`config.mk`:
```
export PLATFORM = sky130hd
export DESIGN_NAME = sha512_digest_reader
export DESIGN_NICKNAME = d
export VERILOG_FILES = /design/src/rtl/sha512_digest_reader.sv
export SDC_FILE = /design/constraint.sdc
export NUM_CORES = 1
export LEC_CHECK = 0
export ABC_AREA = 1
export BUFFER_PORTS_ARGS = -buffer_cell sky130_fd_sc_hd__buf_2
export CELL_PAD_IN_SITES_DETAIL_PLACEMENT = 2
export CELL_PAD_IN_SITES_GLOBAL_PLACEMENT = 2
export CORE_MARGIN = 4
export CORE_UTILIZATION = 23
export DETAILED_ROUTE_END_ITERATION = 8
export PLACE_DENSITY = 0.8
export SLEW_MARGIN = 20
export SYNTH_ARGS = -nofsm -noshare
export SYNTH_HDL_FRONTEND = slang
export SYNTH_SLANG_ARGS = --single-unit
```
`constraint.sdc`:
```
create_clock -name clk -period 1.7 [get_ports clk]
set_clock_uncertainty 0.2 [all_clocks]
set_input_delay 0.255 -clock clk [delete_from_list [all_inputs] [get_ports clk]]
set_output_delay 0.255 -clock clk [all_outputs]
set_load 0.02 [all_outputs]
```
`src/rtl/sha512_digest_reader.sv`:
```
// Copies NUM_WORDS digest words from the SHA-512 core into the result RAM after a finished hash.
// Define SHA512_DIGEST_BSWAP_EN to store each word byte-reversed (little-endian byte order).
module sha512_digest_reader #(
   parameter logic [7:0] DIGEST_BASE = 8'h10,
   parameter int         NUM_WORDS   = 16,
   parameter int         OUT_ADDR_W  = 9
) (
   input  logic                  clk,
   input  logic                  reset,
   input  logic                  start,
   input  logic [OUT_ADDR_W-1:0] out_base,
   output logic [7:0]            do_address,
   input  logic [31:0]           data_in,
   input  logic                  error_in,
   output logic                  wr_en,
   output logic [OUT_ADDR_W-1:0] wr_addr,
   output logic [31:0]           wr_data,
   input  logic                  wr_ready,
   output logic                  busy,
   output logic                  done,
   output logic                  err,
   output logic [1:0]            state_dbg
);

   generate
      if (NUM_WORDS < 1 || NUM_WORDS > 16) begin : g_bad_num_words
         $error("sha512_digest_reader: NUM_WORDS must be within 1..16");
      end
   endgenerate

   typedef enum logic [1:0] {IDLE, READ, WRITE, DONE} state_t;

   localparam logic [3:0] LAST_IDX = 4'(NUM_WORDS - 1);

   state_t                state_q, state_d;
   logic [3:0]            idx_q, idx_d;
   logic [OUT_ADDR_W-1:0] base_q, base_d;
   logic [7:0]            do_address_q, do_address_d;
   logic                  wr_en_q, wr_en_d;
   logic [OUT_ADDR_W-1:0] wr_addr_q, wr_addr_d;
   logic [31:0]           wr_data_q, wr_data_d;
   logic                  busy_q, busy_d;
   logic                  done_q, done_d;
   logic                  err_q, err_d;
   logic [31:0]           rd_word;

`ifdef SHA512_DIGEST_BSWAP_EN
   assign rd_word = {data_in[7:0], data_in[15:8], data_in[23:16], data_in[31:24]};
`else
   assign rd_word = data_in;
`endif

   always_comb begin
      state_d      = state_q;
      idx_d        = idx_q;
      base_d       = base_q;
      do_address_d = do_address_q;
      wr_en_d      = wr_en_q;
      wr_addr_d    = wr_addr_q;
      wr_data_d    = wr_data_q;
      busy_d       = busy_q;
      done_d       = 1'b0;
      err_d        = err_q;
      case (state_q)
         IDLE: begin
            do_address_d = DIGEST_BASE;
            if (start) begin
               state_d = READ;
               base_d  = out_base;
               idx_d   = 4'd0;
               err_d   = 1'b0;
               busy_d  = 1'b1;
            end
         end
         READ: begin
            // data_in is a combinational read of the address registered on entry to READ
            wr_data_d = rd_word;
            if (error_in) err_d = 1'b1;
            wr_en_d   = 1'b1;
            wr_addr_d = base_q + OUT_ADDR_W'(idx_q);
            state_d   = WRITE;
         end
         WRITE: begin
            if (wr_ready) begin
               wr_en_d = 1'b0;
               idx_d   = idx_q + 4'd1;
               if (idx_q == LAST_IDX) begin
                  state_d      = DONE;
                  done_d       = 1'b1;
                  busy_d       = 1'b0;
                  do_address_d = DIGEST_BASE;
               end else begin
                  state_d      = READ;
                  do_address_d = DIGEST_BASE + {4'b0000, idx_q + 4'd1};
               end
            end
         end
         DONE: begin
            state_d = IDLE;
         end
         default: begin
            state_d = IDLE;
         end
      endcase
   end

   always_ff @(posedge clk) begin
      if (reset) begin
         state_q      <= IDLE;
         idx_q        <= 4'd0;
         base_q       <= '0;
         do_address_q <= DIGEST_BASE;
         wr_en_q      <= 1'b0;
         wr_addr_q    <= '0;
         wr_data_q    <= 32'd0;
         busy_q       <= 1'b0;
         done_q       <= 1'b0;
         err_q        <= 1'b0;
      end else begin
         state_q      <= state_d;
         idx_q        <= idx_d;
         base_q       <= base_d;
         do_address_q <= do_address_d;
         wr_en_q      <= wr_en_d;
         wr_addr_q    <= wr_addr_d;
         wr_data_q    <= wr_data_d;
         busy_q       <= busy_d;
         done_q       <= done_d;
         err_q        <= err_d;
      end
   end

   assign do_address = do_address_q;
   assign wr_en      = wr_en_q;
   assign wr_addr    = wr_addr_q;
   assign wr_data    = wr_data_q;
   assign busy       = busy_q;
   assign done       = done_q;
   assign err        = err_q;
   assign state_dbg  = state_q;

endmodule

```
==> After elaboration in Yosys (flattened, before gate mapping) <==
Index checks and enable logic that the tools add are counted.
{ "classes": {"reduce_logical": 12, "bitwise": 2, "n_addsub": 3, "n_eq_ne": 8, "mux": 20} }
{ "ops": {"columns": ["cell", "n"], "rows": [
  ["case mux 8 bit (2 select lines)", 1],
  ["adder 9 x 4 -> 9 bit", 1],
  ["two-way mux 4 bit", 2],
  ["two-way mux 8 bit", 1],
  ["inequality test 2 bit (second input constant)", 4],
  ["case mux 2 bit (4 select lines)", 1],
  ["case mux 4 bit (2 select lines)", 1],
  ["AND reduction 2 bit", 4],
  ["two-way mux 1 bit", 7],
  ["adder 5 x 4 -> 6 bit (first input constant)", 1],
  ["two-way mux 2 bit", 3],
  ["two-way mux 6 bit", 1],
  ["case mux 1 bit (2 select lines)", 3],
  ["AND reduction 3 bit", 2],
  ["nonzero test 2 bit", 3],
  ["adder 4 x 1 -> 4 bit (second input constant)", 1],
  ["equality test 2 bit (second input constant)", 2],
  ["equality test 4 bit (second input constant)", 1],
  ["AND reduction 4 bit", 1],
  ["OR reduction 3 bit", 1],
  ["equality test 2 x 1 -> 1 bit (second input constant)", 1],
  ["zero test 2 bit", 1],
  ["inverter 1 bit", 2]
]} }
{ "word_totals": {"elab_cells": 55, "out_inout_bits": 55, "inputBits": 46, "reg_bits": 68} }

==> Depth between registers and ports, before layout <==
Gate-level depths: netlist of the first run.
{ "depth": {"ltp_word": 5, "depth_mapped": 9, "depth_no_buf": 9} }

==> Worst setup path after synthesis of the first run <==
OpenSTA, ideal clock, no wires.
{ "synth_path": {"path_type": "reg-to-reg", "from": "reg idx_q[0]", "to": "reg wr_addr_q[6] (netlist: wr_addr[6])", "path_stages_with_launch": 9, "t_required_ps": 1391, "synth_period_minus_slack_ps": 1665, "path_buffers": 0, "setup_ps": 109, "path_slack_ps": 35, "arrival_time_ps": 1356, "path_cell_list": "dfxtp_1 -> ha_1 -> fa_1 -> inv_1 -> o21ai_1 -> nand3_1 -> nand3_1 -> nand2_1 -> inv_1"} }
{ "synth_between": {"elab_chain_len": 1} }
{ "synth_rtl": {"columns": ["item", "line", "source"], "rows": [
  ["start: declaration", "36", "logic [3:0] idx_q, idx_d;"],
  ["start signal: assignment", "121", "idx_q <= idx_d;"],
  ["adder 9 x 4 -> 9 bit", "80", "wr_addr_d = base_q + OUT_ADDR_W'(idx_q);"],
  ["end signal: assignment", "125", "wr_addr_q <= wr_addr_d;"],
  ["end: declaration", "40", "logic [OUT_ADDR_W-1:0] wr_addr_q, wr_addr_d;"]
]} }
Every way passes these cells.
A chain may end at the register's enable or synchronous reset.

==> Worst setup path in the final report of the first run <==
{ "layout_path": {"from": "reg idx_q[0]", "to": "reg wr_addr_q[8] (netlist: wr_addr[8])"} }
The elaborated chain is that of the path after synthesis.

==> results.md, run 1 <==
- Outcome: completed
- Hold Path Depth: 3
- Combinational power share: a little under a fifth
- Mapped cell area: around 0.0026 mm2
- Syn. warnings: 0
- Reg2Reg Launch Point: idx_q[0]
- Clk pwr share: 40.8%
- DIE HEIGHT: ~110 um
- First-pass GRT wire length: approximately 17 mm
- DR vias/cell: approximately 4.5
- Routability Congestion: 0.773
- Mean post-synth cell area: around 7.6 um2
- EDFF count, synth: 0
- Fraction of layout cells with a size suffix above 1: 30.8%
- Fmax: ~0.62 GHz
- Worst hold endpoint: base_q[7]
- Final Cycle Share: between 90% and 100%
- Drt wl/cell: 17.1 um
- Clock slew at reported path FFs: 0.05 ns
- Most numerous cell in the Yosys netlist: nor2_1
- # fillers: roughly 1300
- Root buffer cell: clkbuf_16
- Layout area overhead: 50.9%
- Count of final setup violators: 0
- Synth Area in Compound Gates: between 10 and 15%
- Ports: between 100 and 150
- Overall Global Routing Usage: between 10% and 20%
- Worst skew pair latency: roughly 0.33 ns
- Starting density of the core: 23.7%
- Peak VDD IR: approximately 0.00056 V
- CP required: about 1.7 ns
- Simple-gate share of the synthesized area: 24.6%
- Worst min path class: input port to register
- Hpwl dp: roughly 6.5 mm
- WL final: 10.6 mm
- NetSw: approximately 1200 uW
- Die Area: 0.0131 mm2
- Kind of critical path: register to register
- Pwr/cell area: approximately 1100 mW/mm2
- PortBufs: 96
- Row cnt: 38
- Worst R2R Setup Slack: slightly below 0.08 ns
- Antenna violations before repair: 0
- Number of global-route vias before repair: 3150
- Count of nets after finishing: approximately 530
- Drt drc: 0
- Final hold violations: 0
- CTS tree: built
- Horiz. Die Dim: 114 um
- Slew Viols, Final: 0
- Synth Register Bits: 64
- Minimum clock period: roughly 1.6 ns
- Diode count: 0
- Largest family of logic cells by synthesized area: simple AND/OR/NAND/NOR gates
- Yosys top cell area share: between 40% and 50%
- Initial DRC count: a little under 70
- Core area: ~0.011 mm2
- Final Util: between 30% and 40%
- RR Endpoint: wr_addr[8]
- CTS H-tree lvls: 3
- TritonCTS Sinks: 64
- Sequential cell area fraction in the yosys report: about half
- Worst hold start: out_base[7]
- Pre-Repair DR Iteration Count: 4
- Synth Area in Adders: between 3 and 4%
- CTS Buffer Depth: 2
- Critical Path AT: roughly 1.7 ns
- Number of CTS-inserted buffers: 9
- Via count: around 2800
- Seq pwr share: between 40% and 50%
- Main synth FF type: dfxtp_1
- Fin worst setup slack: between 0.07 and 0.08 ns
- XOR/XNOR Fraction of Synth Area: 0.675%
- Startpoint types: register
- Synth top area cells: dfxtp_1, nor2_1, o21ai_0
- Distinct cells, synth: 28
- Capturing element type of the critical path: register
- Multiplexer share of the synthesized area: 0%
- ANT nets after route: 0
- Largest net degree at the start of global routing: between 40 and 50
- Largest area contributor in the netlist: dfxtp_1
- P_int: ~3000 uW
- Reg2reg path depth: 9
- Net Sw Frac: roughly 30%
- Setup WS pre-CTS: -0.0688 ns
- Crit path max fanout: 5
- Asr flop ratio synth: 0%
- Synth cell count leaders: nor2_1, dfxtp_1, o21ai_0
- Pleak: 0.00188 uW
- Synthesized instance count: between 300 and 400
- Global route overflow: 0
- Max-cap violations: 0
==> repair_timing <==
item	4_1_cts	5_1_grt
hold buffers	32	0
pin swaps	1	4
resized for setup	3	15
endpoints found under the setup margin	4	32
endpoints found under the hold margin	32	0
setup buffers	0	2
cloned	0	0
==> per-stage QoR <==
stage                     hold slack [ns]  instances  TNS, ns  total power [uW]  instance area (um2)
final                              0.0165        618        0              4210                 3920
after global routing               0.0268        618  -0.0241              4440                 3920
after CTS                          0.0111        616        0              4230                 3840
after detailed placement            0.264        569   -0.189              2410                 3240
after global placement              0.253        569  -0.0356              2380                 3240
after floorplan                     0.190        342        0              2140                 2600
==> power by group through the flow <==
stage | registers, uW | clock network [uW] | logic, uW
after global routing | 1730 | 1840 | 874
after detailed placement | 1730 | 0 | 682
after global placement | 1720 | 0 | 658
after floorplan | 1840 | 0 | 298
after CTS | 1700 | 1780 | 748
final | 1710 | 1720 | 782
==> sequential cells by signal, summed over array words and instances, names as in the netlist <==
| name | count |
|---|---|
| busy | 1 |
| err | 1 |
| wr_addr | 9 |
| idx_q | 4 |
| wr_en | 1 |
| do_address | 4 |
| base_q | 9 |
| state_dbg | 2 |
| done | 1 |
| wr_data | 32 |
==> worst max-delay path by stage <==
stage | end | start
after floorplan | wr_addr[6] | idx_q[0]
after global placement | wr_addr[8] | idx_q[0]
after detailed placement | wr_addr[8] | idx_q[0]
after CTS | wr_addr[8] | idx_q[0]
after global routing | wr_addr[7] | base_q[2]
final | wr_addr[8] | idx_q[0]
==> critical path, cell delays in order, from the launching register on <==
cell,delay [ns]
dfxtp_1,0.35
ha_2,0.21
fa_2,0.22
inv_2,0.06
o21ai_4,0.17
nand2_1,0.08
nand2_1,0.07
nand3_1,0.07
nand2_1,0.06
inv_1,0.03
==> area by class of cell <==
| class | count | area (um2) | area share (%) |
|---|---|---|---|
| Multi-Input combinational cell | 239 | 1200 | 30.7 |
| Inverter | 20 | 77.6 | 1.98 |
| Clock buffer | 12 | 256 | 6.55 |
| Clock inverter | 3 | 17.5 | 0.447 |
| Sequential cell | 64 | 1280 | 32.8 |
| Tap cell | 140 | 175 | 4.47 |
| Timing Repair Buffer | 140 | 903 | 23.1 |
==> cells in the final DEF, fill, tap and decap left out, drive strengths merged, types with 4 or more instances in the layout <==
cell type / Yosys / layout
inv: 20 / 20
nor2: 97 / 97
dfxtp: 64 / 64
conb: 2 / 4
clkbuf: 6 / 12
a21oi: 19 / 19
nand2: 34 / 34
ha: 5 / 5
buf: 13 / 108
o21ai: 53 / 53
nand3: 16 / 16
dlygate4sd3: 0 / 32
==> metal layers <==
layer	wire length [um]	vias to the layer above	GRT usage, %
li1	-	1354	-
met4	80	0	4.51
met3	704	10	6.82
met5	0	-	0
met1	4170	1361	18.5
met2	5610	77	30.1
==> logic make-up after synthesis <==
family,Yosys count
AO/OA/AOI/OAI,74
XOR/XNOR,2
adder cells (fa/ha/maj),6
buffers and inverters,39
flip-flops,64
other,2
AND/OR/NAND/NOR,153
Power figures use the tool's default switching activity.
==> run 2, diff against run 1 <==
CORE_UTILIZATION = 26   (was 23)
PLACE_DENSITY = 0.79   (was 0.8)
clock period = 1.5 ns   (was 1.7 ns; I/O delays follow)
==> results.md, run 2 (same netlist as run 1, synthesis figures left out) <==
- Pleak: 0.00193 uW (+3.0%)
- Fmax: 0.626 GHz (+1.6%)
- Most common cell after layout, fill and taps aside: buf_2
- Core area: 0.00973 mm2 (-11%)
- Final Util: 42.1% (+6.2 points)
- Met3 routed WL: 650 um (-7.7%)
- Slew Viols, Final: 0 (unchanged)
- Worst hold start: start
- Initial DRC count: 38 (-44%)
- Number of CTS-inserted buffers: 9 (unchanged)
- TritonCTS Sinks: 64 (unchanged)
- Layout area overhead: 57.6%
- Final hold violations: 0 (unchanged)
- WL final: 10.6 mm (+0.32%)
- Final Cycle Share: 106% (+11 points)
- CTS tree: built
- Failing checks: negative setup slack
- Count of final setup violators: 6 (+6)
- Crit path max fanout: 5 (unchanged)
- Worst Setup SP: base_q[3]
- Ports: 101 (unchanged)
- Hpwl dp: 6.37 mm (-2.2%)
- Horiz. Die Dim: 108 um (-5.5%)
- Worst skew pair latency: 0.33 ns (about the same)
- Starting density of the core: 26.7% (+2.9 points)
- Global route overflow: 0 (unchanged)
- RSZ-0062 raised after global routing: true
- DIE HEIGHT: 108 um (-5.5%)
- Pwr/cell area: 1050 mW/mm2 (-2.1%)
- CTS H-tree lvls: 3 (unchanged)
- Count of nets after finishing: 542 (+3.0%)
- Clock slew at reported path FFs: 0.07 ns (+0.02 ns)
- Largest net degree at the start of global routing: 50 (+19%)
- Root buffer cell: clkbuf_8
- Final TNS setup: -0.305 ns (-0.305 ns)
- Drt wl/cell: 16.9 um (-1.3%)
- Critical Path AT: 1.64 ns (about the same)
- Met1 wire length: 4.12 mm (-1.2%)
- Die Area: 0.0116 mm2 (-11%)
- Worst min path class: input port to register
- CTS Buffer Depth: 2 (unchanged)
- CP required: 1.54 ns (-0.18 ns)
- Overall Global Routing Usage: 18.6% (+1.8 points)
- Outcome: finished with violations
- Drt drc: 0 (unchanged)
- Max FFs per register: 32 (unchanged)
- Routability Congestion: 0.736 (-4.7%)
- Max layer used: met4
- Row cnt: 36 (-5.3%)
- PortBufs: 96 (unchanged)
- Fraction of layout cells with a size suffix above 1: 35.8% (+5.0 points)
- Fin worst setup slack: -0.0970 ns (-0.174 ns)
- First-pass GRT wire length: 16.9 mm (-0.73%)
- Peak VDD IR: 0.000529 V (-5.0%)
- Minimum clock period: 1.60 ns (-0.0258 ns)
- Max-cap violations: 0 (unchanged)
- Via count: 2886 (+3.0%)
- ANT nets after route: 0 (unchanged)
- Routed length on met2: 5.66 mm (+0.91%)
- Startpoint types: register
- Capturing element type of the critical path: register
- Antenna violations before repair: 0 (unchanged)
- Reg2Reg Launch Point: base_q[3]
- DR vias/cell: 4.60 (+1.4%)
- Kind of critical path: register to register
- Diode count: 0 (unchanged)
- Most frequent cells in the layout: buf_2, nor2_1, dfxtp_1, o21ai_0, dlygate4sd3_1
- Number of global-route vias before repair: 3282 (+4.2%)
- Pre-Repair DR Iteration Count: 4 (unchanged)
-- run 2: routing by layer --
| metal | up-vias | track usage (%) |
|---|---|---|
| met5 | - | 0 |
| li1 | 1385 | - |
| met1 | 1409 | 18.5 |
| met3 | 15 | 6.12 |
| met4 | 0 | 5.50 |
| met2 | 77 | 36.3 |
-- run 2: timing repair --
| action | in CTS | in global routing |
|---|---|---|
| pin swaps | 11 | 14 |
| hold buffers | 42 | 0 |
| gates resized for setup | 15 | 26 |
| endpoints found under the setup margin | 19 | 49 |
| setup buffers | 0 | 3 |
| hold endpoints to repair | 42 | 0 |
-- run 2: report_power, final --
part           internal, uW  switching [uW]
registers              1840            94.9
logic                   391             571
clock network           729             678
total                  2960            1340
-- run 2: worst paths after layout --
check / slack, ns / to / cells past startpoint
max reg2reg: -0.1 / wr_addr[8] / 8
min reg2reg: 0.27 / do_address[3] / 2
max: -0.1 / wr_addr[8] / 8
min: 0.06 / busy / 3
-- run 2: critical path, cell delays in order, from the launching register on --
cell and delay (ns):
dfxtp_2 0.35, ha_4 0.31, nand2_2 0.10, o21ai_4 0.22, nand2_1 0.09, nand2_1 0.08
nand3_1 0.07, nand2_1 0.07, inv_1 0.03
-- run 2: metrics by stage --
stage	setup WS (ns)	instances	cell area [um2]	total power (uW)	hold slack (ns)
floorplan	-0.0176	342	2640	2430	0.160
global placement	-0.0782	567	3310	2730	0.246
detailed placement	-0.207	567	3310	2760	0.257
CTS	-0.118	625	3980	4300	0.00814
global route	-0.167	628	4090	4550	0.0624
finish	-0.0970	628	4090	4310	0.0635
-- run 2: area by class of cell --
type                       count  area (um2)
fill                        1132        5640
multi-input combinational    239        1310
sequential                    64        1290
timing repair buffer         156        1060
clock buffer                  13         169
tap                          133         166
inverter                      20        77.6
clock inverter                 3        15.0
==> run 3, diff against run 2 <==
PLACE_DENSITY = not set   (was 0.79)
PLACE_DENSITY_LB_ADDON = 0.1   (was not set)
==> results.md, run 3 (same netlist as run 1, synthesis figures left out) <==
- CTS Buffer Depth: 2 (unchanged)
- CP Cell Sequence: ha_4, fa_2, inv_2, o21ai_4, nand3_1, nand3_1, nand2_1, inv_1
- NetSw: 1330 uW (-1.3%)
- Worst R2R Setup Slack: -0.08 ns (about the same)
- Global route overflow: 0 (unchanged)
- Drt wl/cell: 15.2 um (-9.7%)
- Most used cell along the critical path: nand3_1
- Fmax: 0.632 GHz (+0.87%)
- Pre-Repair DR Iteration Count: 4 (unchanged)
- Worst min path class: input port to register
- Hpwl dp: 6.24 mm (-2.0%)
- Routability Congestion: 0.711 (-3.4%)
- # placed instances: 572 (+0.88%)
- Capturing element type of the critical path: register
- Final TNS setup: -0.255 ns (+0.0493 ns)
- CTS tree: built
- CP Capture Point: wr_addr[8]
- Starting density of the core: 26.7% (unchanged)
- Count of final setup violators: 5 (-1)
- Pwr/cell area: 1100 mW/mm2 (+4.3%)
- Root buffer cell: clkbuf_8
- Drt drc: 0 (unchanged)
- Diode count: 0 (unchanged)
- Slew Viols, Final: 0 (unchanged)
- Max-cap violations: 0 (unchanged)
- TritonCTS Sinks: 64 (unchanged)
- Most common cell after layout, fill and taps aside: buf_2
- First-pass GRT wire length: 15.4 mm (-8.9%)
- Startpoint types: register
- Max FFs per register: 32 (unchanged)
- ANT nets after route: 0 (unchanged)
- Fin worst setup slack: -0.0832 ns (+0.0138 ns)
- RR Endpoint: wr_addr[8]
- Net Sw Frac: 29.2% (-2.1 points)
- Clk pwr share: 36.7% (+4.0 points)
- Core area: 0.00973 mm2 (unchanged)
- Failing checks: negative setup slack
- Overall Global Routing Usage: 16.9% (-1.8 points)
- Layout area overhead: 59.6%
- RSZ-0062 raised after global routing: true
- Number of CTS-inserted buffers: 9 (unchanged)
- Antenna violations before repair: 0 (unchanged)
- DR vias/cell: 4.45 (-3.2%)
- Most frequent cells in the layout: buf_2, nor2_1, dfxtp_1, o21ai_0, dlygate4sd3_1
- WL final: 9.62 mm (-9.2%)
- Final non-filler cell total: 631 (+0.48%)
- Outcome: finished with violations
- Row cnt: 36 (unchanged)
- Via count: 2807 (-2.7%)
- P_int: 3220 uW (+8.8%)
- Clock slew at reported path FFs: 0.08 ns (about the same)
- Seq pwr share: 42.4% (-2.6 points)
- Kind of critical path: register to register
- PortBufs: 96 (unchanged)
- Reg2reg path depth: 8 (unchanged)
- Count of nets after finishing: 545 (+0.55%)
- Number of global-route vias before repair: 3139 (-4.4%)
- DIE HEIGHT: 108 um (unchanged)
- Crit path largest cell delay: 0.35 ns (about the same)
- CP required: 1.55 ns (about the same)
- Final Cycle Share: 106% (-0.92 points)
- Minimum clock period: 1.58 ns (-0.0138 ns)
- Worst skew pair latency: 0.35 ns (+0.02 ns)
- Die Area: 0.0116 mm2 (unchanged)
- Largest net degree at the start of global routing: 37 (-26%)
- Critical Path AT: 1.63 ns (about the same)
- Combinational power share: 20.8% (-1.5 points)
- Ports: 101 (unchanged)
- Initial DRC count: 46 (+21%)
- Worst Setup SP: base_q[0]
- Pleak: 0.00196 uW (+1.2%)
- Fraction of layout cells with a size suffix above 1: 34.7% (-1.0 points)
- Final Util: 42.6% (+0.54 points)
- Horiz. Die Dim: 108 um (unchanged)
- CP max-delay cell: fa_2
- Final hold violations: 0 (unchanged)
- Crit path max fanout: 5 (unchanged)
- CTS H-tree lvls: 3 (unchanged)
- Reg2Reg Launch Point: base_q[0]
- Hold Worst Slack: 0.0224 ns (-0.0411 ns)
- Peak VDD IR: 0.000464 V (-12%)
-- run 3: final cells by class --
cell class | count | area (um2)
Multi-Input combinational cell | 239 | 1280
Tap cell | 133 | 166
Inverter | 20 | 77.6
Clock inverter | 3 | 65.1
Clock buffer | 13 | 149
Timing Repair Buffer | 159 | 1110
Sequential cell | 64 | 1290
Fill cell | 1165 | 5590
-- run 3: worst min-delay path by stage --
stage,cells after the start,slack (ns),from,to
2_1_floorplan,2,0.16,data_in[10],wr_data[10]
3_3_place_gp,3,0.25,data_in[19],wr_data[19]
3_5_place_dp,3,0.26,data_in[16],wr_data[16]
4_1_cts,4,0.001,wr_ready,state_dbg[1]
5_1_grt,4,0.03,wr_ready,state_dbg[1]
6_report,3,0.02,out_base[4],base_q[4]
-- run 3: power by group through the flow --
stage	logic (uW)	registers [uW]	clock network, uW
floorplan	344	2090	0
global placement	803	1950	0
detailed placement	823	1960	0
CTS	937	1930	1720
global route	1060	1950	1800
finish	948	1930	1670
-- run 3: per-layer routing --
layer  track usage [%]  part of all wire, %
met1              19.3                   42
met2              29.7                   52
met3              5.52                  4.9
met4              5.14                  1.3
met5                 0                    0
-- run 3: worst max-delay path, delay by kind of cell (launching register included) --
kind                     cells  cell delay [ns]
flip-flops                   1             0.34
buffers and inverters        2             0.12
AO/OA/AOI/OAI                1             0.08
adder cells (fa/ha/maj)      2             0.51
AND/OR/NAND/NOR              3             0.23
-- run 3: through the flow --
| stage | total power [uW] | setup WS [ns] | instance area (um2) |
|---|---|---|---|
| 6_report | 4550 | -0.0832 | 4140 |
| 3_5_place_dp | 2780 | -0.132 | 3370 |
| 5_1_grt | 4800 | -0.182 | 4140 |
| 2_1_floorplan | 2430 | -0.0176 | 2640 |
| 3_3_place_gp | 2760 | -0.0638 | 3370 |
| 4_1_cts | 4580 | -0.106 | 4060 |
-- run 3: repair_timing --
item                                   in CTS  in global routing
resized for setup                          16                 15
setup buffers                               0                  2
pin swaps                                   5                 10
setup endpoints to repair                  34                 49
endpoints found under the hold margin      41                  0
hold buffers                               41                  0
